**src/rtl/grid_io_multi_cfg_if.sv**
```systemverilog
// rtl/grid_io_multi_cfg_if.sv - pad-ring and fabric-side bus of the multi-pad I/O tile
//
// Purpose: groups the per-pad signals of grid_io_multi_cfg into one bundle.
// Signals (NUM_PADS bits each):
//   gfpga_pad_GPIO_A   pad input values from the pad ring
//   gfpga_pad_GPIO_Y   pad output values to the pad ring
//   gfpga_pad_GPIO_OE  pad output enables, 1 = drive
//   pin_outpad         fabric-side data to drive out
//   pin_inpad          fabric-side data received from pads
// slave = the tile, master = pad ring plus fabric.
interface grid_io_multi_cfg_if #(
  parameter int NUM_PADS = 4
);
  logic [NUM_PADS-1:0] gfpga_pad_GPIO_A;
  logic [NUM_PADS-1:0] gfpga_pad_GPIO_Y;
  logic [NUM_PADS-1:0] gfpga_pad_GPIO_OE;
  logic [NUM_PADS-1:0] pin_outpad;
  logic [NUM_PADS-1:0] pin_inpad;

  modport master (
    output gfpga_pad_GPIO_A,
    output pin_outpad,
    input  gfpga_pad_GPIO_Y,
    input  gfpga_pad_GPIO_OE,
    input  pin_inpad
  );

  modport slave (
    input  gfpga_pad_GPIO_A,
    input  pin_outpad,
    output gfpga_pad_GPIO_Y,
    output gfpga_pad_GPIO_OE,
    output pin_inpad
  );
endinterface

```
**src/rtl/grid_io_multi_cfg.sv**
```systemverilog
// rtl/grid_io_multi_cfg.sv - multi-pad perimeter I/O tile with scan-loaded, double-buffered configuration
//
// Purpose: NUM_PADS GPIO subtiles, each with its own output enable, output/input
// registering and output polarity, taken from a serial configuration chain. Bits
// are shifted into sreg and copied into a shadow register in a single cycle once
// loading ends, so the pads never run on a half-loaded configuration.
//
// Ports:
//   prog_clk    tile clock (chain shift and registered I/O paths)
//   prog_rst_n  asynchronous active-low reset
//   cfg_en      load enable; the chain shifts one bit per clock while high
//   ccff_head   chain serial in
//   ccff_tail   chain serial out (MSB of the shift register)
//   cfg_valid   last load delivered exactly NUM_PADS*CFG_BITS bits
//   pads        pad-ring (GPIO_A/Y/OE) and fabric (pin_outpad/pin_inpad) bus
//
// Per-pad field, pad p at bits CFG_BITS*p+3..CFG_BITS*p: {inv, ireg, oreg, oe}.
module grid_io_multi_cfg #(
  parameter int NUM_PADS = 4,
  parameter int CFG_BITS = 4,
  parameter int CNT_W    = 8
) (
  input  logic               prog_clk,
  input  logic               prog_rst_n,
  input  logic               cfg_en,
  input  logic               ccff_head,
  output logic               ccff_tail,
  output logic               cfg_valid,
  grid_io_multi_cfg_if.slave pads
);

  localparam int TOTAL = NUM_PADS * CFG_BITS;
  localparam logic [CNT_W-1:0] CNT_MAX   = {CNT_W{1'b1}};
  localparam logic [CNT_W-1:0] CNT_TOTAL = CNT_W'(TOTAL);
  localparam logic [CNT_W-1:0] CNT_ONE   = CNT_W'(1);

  typedef enum logic [1:0] {
    IDLE   = 2'd0,
    SHIFT  = 2'd1,
    COMMIT = 2'd2
  } state_t;

  state_t              state_q;
  state_t              state_d;
  logic                do_commit;
  logic                load_active;
  logic [TOTAL-1:0]    sreg_q;
  logic [TOTAL-1:0]    shadow_q;
  logic [CNT_W-1:0]    cnt_q;
  logic                valid_q;

  logic [NUM_PADS-1:0] cfg_oe;
  logic [NUM_PADS-1:0] cfg_oreg;
  logic [NUM_PADS-1:0] cfg_ireg;
  logic [NUM_PADS-1:0] cfg_inv;
  logic [NUM_PADS-1:0] pad_d;
  logic [NUM_PADS-1:0] oreg_q;
  logic [NUM_PADS-1:0] sync1_q;
  logic [NUM_PADS-1:0] sync2_q;

  always_comb begin
    state_d   = state_q;
    do_commit = 1'b0;
    case (state_q)
      IDLE:    if (cfg_en) state_d = SHIFT;
      SHIFT:   if (!cfg_en) state_d = COMMIT;
      COMMIT: begin
        // The commit always completes; a re-raised cfg_en just starts a new load.
        do_commit = 1'b1;
        state_d   = cfg_en ? SHIFT : IDLE;
      end
      default: state_d = IDLE;
    endcase
  end

  always_ff @(posedge prog_clk or negedge prog_rst_n) begin
    if (!prog_rst_n) begin
      state_q  <= IDLE;
      sreg_q   <= '0;
      shadow_q <= '0;
      cnt_q    <= '0;
      valid_q  <= 1'b0;
    end else begin
      state_q <= state_d;
      if (cfg_en) begin
        sreg_q <= {sreg_q[TOTAL-2:0], ccff_head};
        // Outside SHIFT, cfg_en was low last cycle, so this is the first bit of a load.
        if (state_q != SHIFT) begin
          cnt_q <= CNT_ONE;
        end else if (cnt_q != CNT_MAX) begin
          cnt_q <= cnt_q + CNT_ONE;
        end
      end
      if (do_commit) begin
        shadow_q <= sreg_q;
        valid_q  <= (cnt_q == CNT_TOTAL);
      end else if (cfg_en) begin
        valid_q <= 1'b0;
      end
    end
  end

  for (genvar p = 0; p < NUM_PADS; p++) begin : g_cfg
    assign cfg_oe[p]   = shadow_q[CFG_BITS*p + 0];
    assign cfg_oreg[p] = shadow_q[CFG_BITS*p + 1];
    assign cfg_ireg[p] = shadow_q[CFG_BITS*p + 2];
    assign cfg_inv[p]  = shadow_q[CFG_BITS*p + 3];
  end

  assign pad_d = pads.pin_outpad ^ cfg_inv;

  // I/O flops clock every cycle so a registering-mode change needs no flush.
  always_ff @(posedge prog_clk or negedge prog_rst_n) begin
    if (!prog_rst_n) begin
      oreg_q  <= '0;
      sync1_q <= '0;
      sync2_q <= '0;
    end else begin
      oreg_q  <= pad_d;
      sync1_q <= pads.gfpga_pad_GPIO_A;
      sync2_q <= sync1_q;
    end
  end

  // Covers the first cfg_en cycle too, before state_q has moved to SHIFT.
  assign load_active = cfg_en | (state_q == SHIFT);
  assign cfg_valid   = valid_q & ~load_active;
  assign ccff_tail   = sreg_q[TOTAL-1];

  assign pads.gfpga_pad_GPIO_Y  = (cfg_oreg & oreg_q) | (~cfg_oreg & pad_d);
  assign pads.gfpga_pad_GPIO_OE = cfg_oe & {NUM_PADS{cfg_valid}};
  assign pads.pin_inpad         = (cfg_ireg & sync2_q) | (~cfg_ireg & pads.gfpga_pad_GPIO_A);

endmodule

```
**src/flat_wrapper.sv**
```systemverilog
// flat-port wrapper written by rule: the top's interface ports become plain ports
module grid_io_multi_cfg_flat 
#(
  parameter int NUM_PADS = 4,
  parameter int CFG_BITS = 4,
  parameter int CNT_W    = 8
)
  (prog_clk, prog_rst_n, cfg_en, ccff_head, ccff_tail, cfg_valid, pads_gfpga_pad_GPIO_A, pads_pin_outpad, pads_gfpga_pad_GPIO_Y, pads_gfpga_pad_GPIO_OE, pads_pin_inpad);
  grid_io_multi_cfg_if #(.NUM_PADS(NUM_PADS)) pads_i ();
  input  logic prog_clk;
  input  logic prog_rst_n;
  input  logic cfg_en;
  input  logic ccff_head;
  output logic ccff_tail;
  output logic cfg_valid;
  input wire logic [$bits(pads_i.gfpga_pad_GPIO_A)-1:0] pads_gfpga_pad_GPIO_A;
  input wire logic [$bits(pads_i.pin_outpad)-1:0] pads_pin_outpad;
  output wire logic [$bits(pads_i.gfpga_pad_GPIO_Y)-1:0] pads_gfpga_pad_GPIO_Y;
  output wire logic [$bits(pads_i.gfpga_pad_GPIO_OE)-1:0] pads_gfpga_pad_GPIO_OE;
  output wire logic [$bits(pads_i.pin_inpad)-1:0] pads_pin_inpad;
  assign pads_i.gfpga_pad_GPIO_A = pads_gfpga_pad_GPIO_A;
  assign pads_i.pin_outpad = pads_pin_outpad;
  assign pads_gfpga_pad_GPIO_Y = pads_i.gfpga_pad_GPIO_Y;
  assign pads_gfpga_pad_GPIO_OE = pads_i.gfpga_pad_GPIO_OE;
  assign pads_pin_inpad = pads_i.pin_inpad;
  grid_io_multi_cfg #(.NUM_PADS(NUM_PADS), .CFG_BITS(CFG_BITS), .CNT_W(CNT_W)) u_core (.prog_clk(prog_clk), .prog_rst_n(prog_rst_n), .cfg_en(cfg_en), .ccff_head(ccff_head), .ccff_tail(ccff_tail), .cfg_valid(cfg_valid), .pads(pads_i));
endmodule
```
**config.mk**
```make
export PLATFORM = sky130hd
export DESIGN_NAME = grid_io_multi_cfg_flat
export DESIGN_NICKNAME = d
export VERILOG_FILES = /design/src/rtl/grid_io_multi_cfg_if.sv /design/src/rtl/grid_io_multi_cfg.sv /design/src/flat_wrapper.sv
export SDC_FILE = /design/constraint.sdc
export NUM_CORES = 1
export LEC_CHECK = 0
export CAP_MARGIN = 20
export CORE_MARGIN = 3
export CORE_UTILIZATION = 49
export CTS_CLUSTER_DIAMETER = 40
export DETAILED_ROUTE_END_ITERATION = 8
export PLACE_DENSITY = 0.77
export SLEW_MARGIN = 15
export SYNTH_ARGS = -nofsm -noshare
export SYNTH_HDL_FRONTEND = slang
export SYNTH_SLANG_ARGS = --single-unit
export TNS_END_PERCENT = 10
```
**constraint.sdc**
```tcl
create_clock -name prog_clk -period 1.4 [get_ports prog_clk]
set_clock_uncertainty 0.1 [all_clocks]
set_input_delay 0.28 -clock prog_clk [delete_from_list [all_inputs] [get_ports prog_clk]]
set_output_delay 0.28 -clock prog_clk [all_outputs]
set_load 0.005 [all_outputs]
```
Word level (Yosys, flattened, before mapping)
Cells that the tools add are included.
{"block": "classes", "addsub": 1, "eq_ne": 7, "mux": 9, "bitwise_logic": 13, "reduce_logical": 5}
{"cell": "4-bit bitwise AND", "n": 5}
{"cell": "8-bit two-way mux", "n": 2}
{"cell": "8-bit by 1-bit adder with 8-bit output (second input constant)", "n": 1}
{"cell": "8-bit by 5-bit equality test with 1-bit output (second input constant)", "n": 1}
{"cell": "8-bit != test (second input constant)", "n": 1}
{"cell": "4-bit NOT", "n": 2}
{"cell": "4-bit bitwise OR", "n": 2}
{"cell": "2-bit case mux with 3 select lines", "n": 1}
{"cell": "1-bit two-way mux", "n": 4}
{"cell": "2-bit two-way mux", "n": 2}
{"cell": "2-bit != test (second input constant)", "n": 2}
{"cell": "2-bit AND reduction", "n": 2}
{"cell": "2-bit nonzero test", "n": 2}
{"cell": "4-bit XOR", "n": 1}
{"cell": "2-bit by 1-bit equality test with 1-bit output (second input constant)", "n": 1}
{"cell": "2-bit equality test (second input constant)", "n": 1}
{"cell": "2-bit zero test", "n": 1}
{"cell": "2-bit by 1-bit != test with 1-bit output (second input constant)", "n": 1}
{"cell": "1-bit bitwise AND", "n": 1}
{"cell": "1-bit NOT", "n": 1}
{"cell": "1-bit bitwise OR", "n": 1}
{"block": "word_totals", "regBits": 55, "inputBits": 12, "output_inout_bits": 14, "word_cells": 43}

Longest topological paths before layout
Gate-level depths: netlist of run 1.
{"block": "depth", "word_depth": 5, "depth_mapped": 5}

Worst setup path before layout of run 1
No wires, ideal clock.
{"block": "synth_timing", "kind": "register -> register", "start": "register u_core.cnt_q[0]", "end": "register u_core.cnt_q[7]", "setup_ps": 87, "t_arrival_ps": 1375, "slack_ps": -162, "stages_incl_launch_ff": 6, "period_less_slack_ps": 1562, "cell_sequence": "dfrtp_1 ha_1 nand3_1 o211ai_4 or3_1 o211ai_1"}
{"block": "synth_between", "elab_chain_cells": 3, "word_cells_on_any_way": 6, "classes_between": "1 x add/sub; 1 x eq/ne; 2 x mux; 2 x reduce/logical"}
{"item": "start, declared", "line": "grid_io_multi_cfg.sv:49", "source": "logic [CNT_W-1:0] cnt_q;"}
{"item": "start signal, assigned", "line": "grid_io_multi_cfg.sv:91", "source": "cnt_q <= cnt_q + CNT_ONE;"}
{"item": "8-bit by 1-bit adder with 8-bit output / 8-bit != test (equally long branches)", "line": "grid_io_multi_cfg.sv:91, grid_io_multi_cfg.sv:90"}
{"item": "8-bit two-way mux / 2-bit nonzero test (equally long branches)"}
{"item": "8-bit two-way mux / 2-bit AND reduction (equally long branches)"}
Several ways; a longest one is shown, not always the timed one. The select of a mux whose other input is x is not followed.
A chain may end at the register's enable or synchronous reset.

Worst setup path after layout of run 1
{"block": "layout_timing", "start": "input port cfg_en", "end": "output port pads_gfpga_pad_GPIO_OE[1]"}
{"block": "layout_between", "elab_chain_cells": 4}
{"item": "start, declared", "line": "flat_wrapper.sv:12", "source": "input logic cfg_en;"}
{"item": "1-bit bitwise OR", "line": "grid_io_multi_cfg.sv:126", "source": "assign load_active = cfg_en | (state_q == SHIFT);"}
{"item": "1-bit NOT", "line": "grid_io_multi_cfg.sv:127", "source": "assign cfg_valid = valid_q & ~load_active;"}
{"item": "1-bit bitwise AND", "line": "grid_io_multi_cfg.sv:127"}
{"item": "4-bit bitwise AND", "line": "grid_io_multi_cfg.sv:131", "source": "assign pads.gfpga_pad_GPIO_OE = cfg_oe & {NUM_PADS{cfg_valid}};"}
{"item": "end, declared", "line": "flat_wrapper.sv:19", "source": "output wire logic [$bits(pads_i.gfpga_pad_GPIO_OE)-1:0] pads_gfpga_pad_GPIO_OE;"}
No other way between the ends.

==> qor.csv, run 1 <==
stage;metric;value;unit
status;outcome;complete, but fails checks;
status;violations;setup timing;
synthesis;synth_xor_area_share;1.93;%
critical_path;r2r_slack;-0.06;ns
timing;fin_ws;-0.445;ns
synthesis;synth-seq-cells;55;
cts;clk_pin_slew;0.10;ns
grt;antenna_found_initial;0;
timing;period_minus_slack;1.85;ns
detailed_routing;dr.first_iter.drc_count;42;
layout;drive_gt1_share;40.8;%
grt;grt_max_degree;56;
detailed_routing;postRouteAntennaNets;0;
min_path;hold_end;u_core.sync2_q[0]$_DFF_PN0_;
critical_path;timing.rr.end;u_core.cnt_q[5]$_DFFE_PN0P_;
placed_design;dp_slack;-0.697;ns
synthesis;yosysTopAreaCell;dfrtp_1;
layout;fin_util;65.5;%
placed_design;gp_congestion;0.768;
layout;areaGrowthSynthToFinish;27.7;%
floorplan;num_io_pins;26;
cts;clockRootBuffer;clkbuf_8;
grt;globalRouteTotalUtil;17.4;%
grt;grt_pass1_vias;1498;
critical_path;worst_ep_required_time;1.02;ns
timing;rsz0062_at_grt;true;
pwr;p_per_area;1530;mW/mm2
layout;diodes;0;
synthesis;netlist_top_cells_area;dfrtp_1 61%, mux2_2 11%, mux2_1 9.0%;
timing;setup_viol;19;
synthesis;synth-compound-area-share;5.36;%
timing;slew_headroom;77.4;%
pwr;p_leak;1.31;nW
pwr;total_power;0.00443;W
job;cap_violations;0;
critical_path;arrival;1.47;ns
cts;clk_latency;0.30;ns
cts;clk_path_buf_depth;2;
floorplan;start_util;51.3;%
detailed_routing;drc_errors;0;
synthesis;synth-simple-area-share;8.73;%
layout;nets;226;
synthesis;synth.distinct_cells;30;
critical_path;r2r_start;u_core.state_q[1]$_DFFE_PN0P_;
cts;cts.sinks;55;
floorplan;rows;24;
synthesis;synth_top_area_share;60.8;%
timing;hold_viol;0;
critical_path;critical_path_class;input port to primary output;
placed_design;numPortBuffers;25;
detailed_routing;firstDrtPassIters;4;
floorplan;core_area;0.00441;mm2
timing;fmax;542;MHz
critical_path;reg2reg_depth;5;
layout;fillerInstances;331;
detailed_routing;num_vias;1407;
pwr;max-vdd-ir-drop;0.000826;V
critical_path;end_kind;primary output;
placed_design;dp_hpwl;2960;um
detailed_routing;avgViaCountPerCell;5.31;
grt;grt_remaining_overflow;0;
grt;grt_pass1_wl;7130;um
detailed_routing;detail_route.wirelength;4330;um
synthesis;synth_top_family_by_area;multiplexers;
layout;regArea;0.00138;mm2
synthesis;synthesis.instances;163;
floorplan;die-area;0.00547;mm2
synthesis;syn-num-nets;177;
critical_path;critPathLaunchType;input port;
synthesis;syn_area_per_cell;13.9;um2
synthesis;syn_area;0.00226;mm2
floorplan;die_y;74.0;um
layout;multi_input_area;933;um2
min_path;min_path_type;flip-flop to flip-flop;
synthesis;synth-warning-count;0;
floorplan;die_w;74.0;um
synthesis;synth_adder_area_share;1.11;%
detailed_routing;wl_per_cell;16.3;um
timing;post-route-period-util;132;%
cts;cts_tree;built;
min_path;min_path_cells;0;
timing;slew_viol_final;0;
min_path;hold_start;u_core.sync1_q[0]$_DFF_PN0_;
critical_path;cp_max_fo;4;
synthesis;ys_seq_area_share;60.8;%
timing;tightest_slew;0.340;ns
cts;htree_levels;2;
cts;cts_buffers;5;
synthesis;muxShareOfSynthArea;19.9;%
layout by cell type, fill, tap and decap left out, types with 2 or more instances in the layout:
cell / instances
buf_4: 17
nand4_1: 2
xor2_1: 4
a21oi_1: 2
buf_2: 5
nor2_1: 3
clkbuf_8: 6
o21ai_1: 5
mux2_4: 6
dfrtp_2: 3
mux2_2: 19
mux2_1: 15
o211ai_1: 2
nand2_1: 12
clkdlybuf4s50_1: 9
clkbuf_2: 7
and2_1: 3
nand3_1: 2
dfrtp_1: 52
or3_1: 2
dlygate4sd2_1: 3
inv_1: 3
buf_6: 6
kinds of logic after synthesis:
logic type	Yosys count
AOI/OAI and AO/OA	15
xor gates and xnor gates	5
adders and majority gates	2
buffers and inverters	10
DFF	55
muxes	40
and+or+nand+nor	36
worst max-delay path: stages:
cell and delay (ns):
clkdlybuf4s50_1 0.52, nand2b_4 0.15, nor2_2 0.04, buf_6 0.12, buf_6 0.11, and2_4 0.14, buf_6 0.10
sequential cells by signal, indices dropped and copies added, names as in the netlist:
register	count
u_core.shadow_q	16
u_core.sreg_q	16
u_core.cnt_q	8
u_core.oreg_q	4
u_core.sync1_q	4
u_core.sync2_q	4
u_core.state_q	2
u_core.valid_q	1
worst max path at each step:
stage                                        startpoint                           to  slack, ns  depth (start not counted)
after floorplan             u_core.cnt_q[0]$_DFFE_PN0P_  u_core.cnt_q[5]$_DFFE_PN0P_     -0.009                          5
after global placement                           cfg_en    pads_gfpga_pad_GPIO_OE[2]      -0.71                          6
after detailed placement                         cfg_en    pads_gfpga_pad_GPIO_OE[2]      -0.70                          6
after CTS                 u_core.state_q[1]$_DFFE_PN0P_    pads_gfpga_pad_GPIO_OE[1]      -0.45                          6
after global routing      u_core.state_q[0]$_DFFE_PN0P_    pads_gfpga_pad_GPIO_OE[1]      -0.48                          6
final                                            cfg_en    pads_gfpga_pad_GPIO_OE[1]      -0.45                          7
what timing repair did:
action | CTS | global route
pin swaps | 9 | 3
buffers inserted | 3 | 0
endpoints found under the setup margin | 37 | 48
hold buffers | 1 | 0
gates resized for setup | 47 | 22
hold endpoints to repair | 55 | 0
cell usage after synthesis:
cell	count
a41oi_1	1
nor4b_1	1
ha_1	2
nor2b_1	1
nand4_2	1
and2b_2	1
and2_1	4
nand4b_1	1
o21ai_1	5
and3_1	1
or3_1	2
a21boi_0	1
buf_4	1
o31ai_1	1
nand4_1	2
dfrtp_1	55
a21oi_1	3
o31ai_4	1
nor2_1	4
xor2_1	5
inv_1	3
nand2b_1	2
mux2_2	22
nand3_1	3
o211ai_4	1
and4_1	1
o211ai_1	2
nand2_1	12
mux2_1	18
buf_2	6
layout make-up:
type                       instances  share of cell area, %
tap                               52                   2.25
inverter                           3                  0.390
sequential                        55                   47.7
multi-input combinational         98                   32.3
clock buffer                       6                   2.86
timing repair buffer              49                   13.9
clock inverter                     2                  0.563
stage by stage:
| step | instance area, um2 | setup TNS [ns] | hold slack [ns] | std cells |
|---|---|---|---|---|
| finish | 2890 | -3.46 | 0.259 | 265 |
| global route | 2890 | -4.87 | 0.271 | 265 |
| CTS | 2880 | -4.51 | 0.259 | 265 |
| detailed placement | 2720 | -14.96 | 0.198 | 253 |
| global placement | 2720 | -13.92 | 0.191 | 253 |
| floorplan | 2290 | -0.00936 | -0.116 | 163 |
layer usage:
| layer | GRT usage (%) | routed length [um] |
|---|---|---|
| met5 | 0 | 0 |
| met3 | 4.73 | 197 |
| met2 | 30.6 | 2320 |
| met4 | 5.63 | 49 |
| met1 | 20.8 | 1760 |
report_power, final:
part	leakage (nW)	total [W]	switching, W	internal [W]
Combinational	0.595	0.00112	0.000387	0.000729
Clock	0.0474	0.000898	0.000494	0.000404
Sequential	0.668	0.00242	0.000346	0.00207
(Power assumes the default switching activity.)
==> run 2: changes to the inputs <==
- CORE_UTILIZATION: 49 -> 52
- CTS_BUF_LIST: default -> sky130_fd_sc_hd__clkbuf_8
- HOLD_SLACK_MARGIN: default -> 0.1
- PLACE_DENSITY: 0.77 -> 0.81
- REMOVE_ABC_BUFFERS: default -> 1
==> run 2 against run 1 <==
Against the previous run:
- sequential share of layout area is 0.43 points lower
- utilization is 5.8 points higher
- setup slack better by 0.11 ns
- register-to-register slack worse by 0.19 ns
- final area is 0.74% higher
- hold slack worse by 0.076 ns
- global-route usage is 1.7 points higher
- fmax is 6.6% higher
- combinational power is 6% higher
- the flow still finishes with violations (setup timing)
- largest cell class unchanged
- clock power is 4.1% lower
- critical path type is now flip-flop to primary output
- critical path depth is 2 lower
==> qor.csv, run 2 (synthesis gave the netlist of run 1 again) <==
stage;metric;value;unit
status;outcome;complete, but fails checks;
status;violations;setup timing;
detailed_routing;firstDrtPassIters;4;
grt;grt_pass1_wl;7530;um
critical_path;worst_ep_required_time;1.02;ns
critical_path;end_kind;primary output;
pwr;max-vdd-ir-drop;0.000889;V
layout;drive_gt1_share;40.7;%
pwr;p_per_area;1530;mW/mm2
critical_path;cp_slowest_cell;dfrtp_1;
timing;rsz0062_at_grt;true;
layout;fin_util;71.2;%
timing;hold_viol;0;
critical_path;cp_cell_sequence;and2b_2, nor2_4, buf_6, and2_4, buf_6;
detailed_routing;postRouteAntennaNets;0;
floorplan;die-area;0.00518;mm2
critical_path;slowest_delay;0.40;ns
floorplan;die_y;72.0;um
layout;nets;229;
grt;grt_pass1_vias;1568;
detailed_routing;wl_per_cell;17.0;um
critical_path;arrival;1.35;ns
pwr;p_leak;1.32;nW
critical_path;cp_max_fo;5;
critical_path;critPathLaunchType;flip-flop;
timing;post-route-period-util;124;%
timing;fin_ws;-0.331;ns
floorplan;num_io_pins;26;
placed_design;numPortBuffers;25;
grt;grt_max_degree;53;
cts;clk_latency;0.32;ns
timing;period_minus_slack;1.73;ns
placed_design;dp_hpwl;2910;um
layout;reg.largest.list;u_core.shadow_q (16), u_core.sreg_q (16), u_core.cnt_q (8);
layout;diodes;0;
layout;final_cell_mix;54 x dfrtp_1, 19 x buf_4, 18 x mux2_2, 17 x mux2_1, 12 x nand2_1;
cts;cts_tree;built;
cts;cts_buffers;5;
timing;tightest_slew;0.335;ns
layout;areaGrowthSynthToFinish;28.6;%
grt;grt_remaining_overflow;0;
detailed_routing;num_vias;1449;
job;cap_violations;0;
detailed_routing;avgViaCountPerCell;5.45;
floorplan;die_w;72.0;um
timing;slew_viol_final;0;
timing;holdWs;0.184;ns
grt;antenna_found_initial;0;
critical_path;critical_path_class;flip-flop to primary output;
placed_design;dp_slack;-0.686;ns
cts;clockRootBuffer;clkbuf_8;
layout;fillerInstances;297;
cts;clk_path_buf_depth;2;
placed_design;placed_area;0.00268;mm2
detailed_routing;dr.first_iter.drc_count;49;
timing;setup_viol;28;
cts;cts.sinks;55;
placed_design;gp_congestion;0.770;
timing;tns;-3.96;ns
floorplan;start_util;55.4;%
critical_path;crit_top_cell;buf_6;
layout;design_area;0.00291;mm2
cts;clk_pin_slew;0.10;ns
grt;globalRouteTotalUtil;19.2;%
floorplan;rows;23;
cts;htree_levels;2;
min_path;min_path_type;input port to asynchronous set/reset pin;
detailed_routing;drc_errors;0;
timing;slew_headroom;77.7;%
timing;fmax;578;MHz
layout;final_common_cell;dfrtp_1;
detailed_routing;detail_route.wirelength;4510;um
floorplan;core_area;0.00409;mm2
## run 2: cell types whose count changed in the layout (fill, tap and decap cells not counted), moves of 2 or more
cell / change
dfrtp_2: -2
buf_4: +2
mux2_1: +2
dfrtp_1: +2
buf_6: +3
## run 2: per-layer routing
| layer | share of wire (%) | track usage [%] | wire [um] | vias up |
|---|---|---|---|---|
| li1 | - | - | - | 676 |
| met4 | 2.6 | 7.31 | 119 | 0 |
| met2 | 54 | 33.5 | 2440 | 31 |
| met3 | 4.1 | 5.54 | 183 | 12 |
| met1 | 39 | 22.4 | 1770 | 730 |
| met5 | 0 | 0 | 0 | - |
## run 2: final timing paths
check                                               from                              to  slack (ns)  cells after the start
setup / recovery           u_core.state_q[0]$_DFFE_PN0P_       pads_gfpga_pad_GPIO_OE[1]       -0.33                      5
hold / removal                                prog_rst_n  u_core.shadow_q[9]$_DFFE_PN0N_        0.18                      2
setup reg to reg           u_core.state_q[1]$_DFFE_PN0P_     u_core.cnt_q[7]$_DFFE_PN0P_       -0.25                      7
hold reg to reg              u_core.sync1_q[3]$_DFF_PN0_     u_core.sync2_q[3]$_DFF_PN0_        0.26                      0
max in group asynchronous                     prog_rst_n     u_core.cnt_q[1]$_DFFE_PN0P_        0.52                      3
min in group prog_clk        u_core.sync1_q[3]$_DFF_PN0_     u_core.sync2_q[3]$_DFF_PN0_        0.26                      0
## run 2: power breakdown
part           internal, W  switching [W]  total (W)  leakage [nW]
sequential         0.00207       0.000340    0.00241         0.671
clock             0.000349       0.000512   0.000861        0.0402
combinational     0.000766       0.000426    0.00119         0.612
total              0.00319        0.00128    0.00447          1.32
## run 2: what timing repair did
item	4_1_cts	5_1_grt
endpoints found under the hold margin	55	0
gates resized for setup	53	25
pin swaps	16	2
hold buffers	1	0
buffers inserted	5	3
endpoints found under the setup margin	38	38
## run 2: layout make-up
class | count | area [um2] | share of cell area [%]
Clock buffer | 5 | 68.8 | 2.36
Clock inverter | 3 | 20.0 | 0.688
Inverter | 3 | 11.3 | 0.387
Multi-Input combinational cell | 98 | 936 | 32.1
Sequential cell | 55 | 1380 | 47.3
Tap cell | 50 | 62.6 | 2.15
Timing Repair Buffer | 52 | 435 | 15.0
## run 2: worst max-delay path, delay by kind of cell (launching register included)
kind / cells / cell delay, ns
buffers and inverters: 2 / 0.19
flip-flops: 1 / 0.40
AND/OR/NAND/NOR: 3 / 0.44
## run 2: per-stage QoR
step | power, W | cells
6_report | 0.00447 | 266
5_1_grt | 0.00476 | 266
4_1_cts | 0.00444 | 263
3_5_place_dp | 0.00352 | 249
3_3_place_gp | 0.00341 | 249
2_1_floorplan | 0.00290 | 156
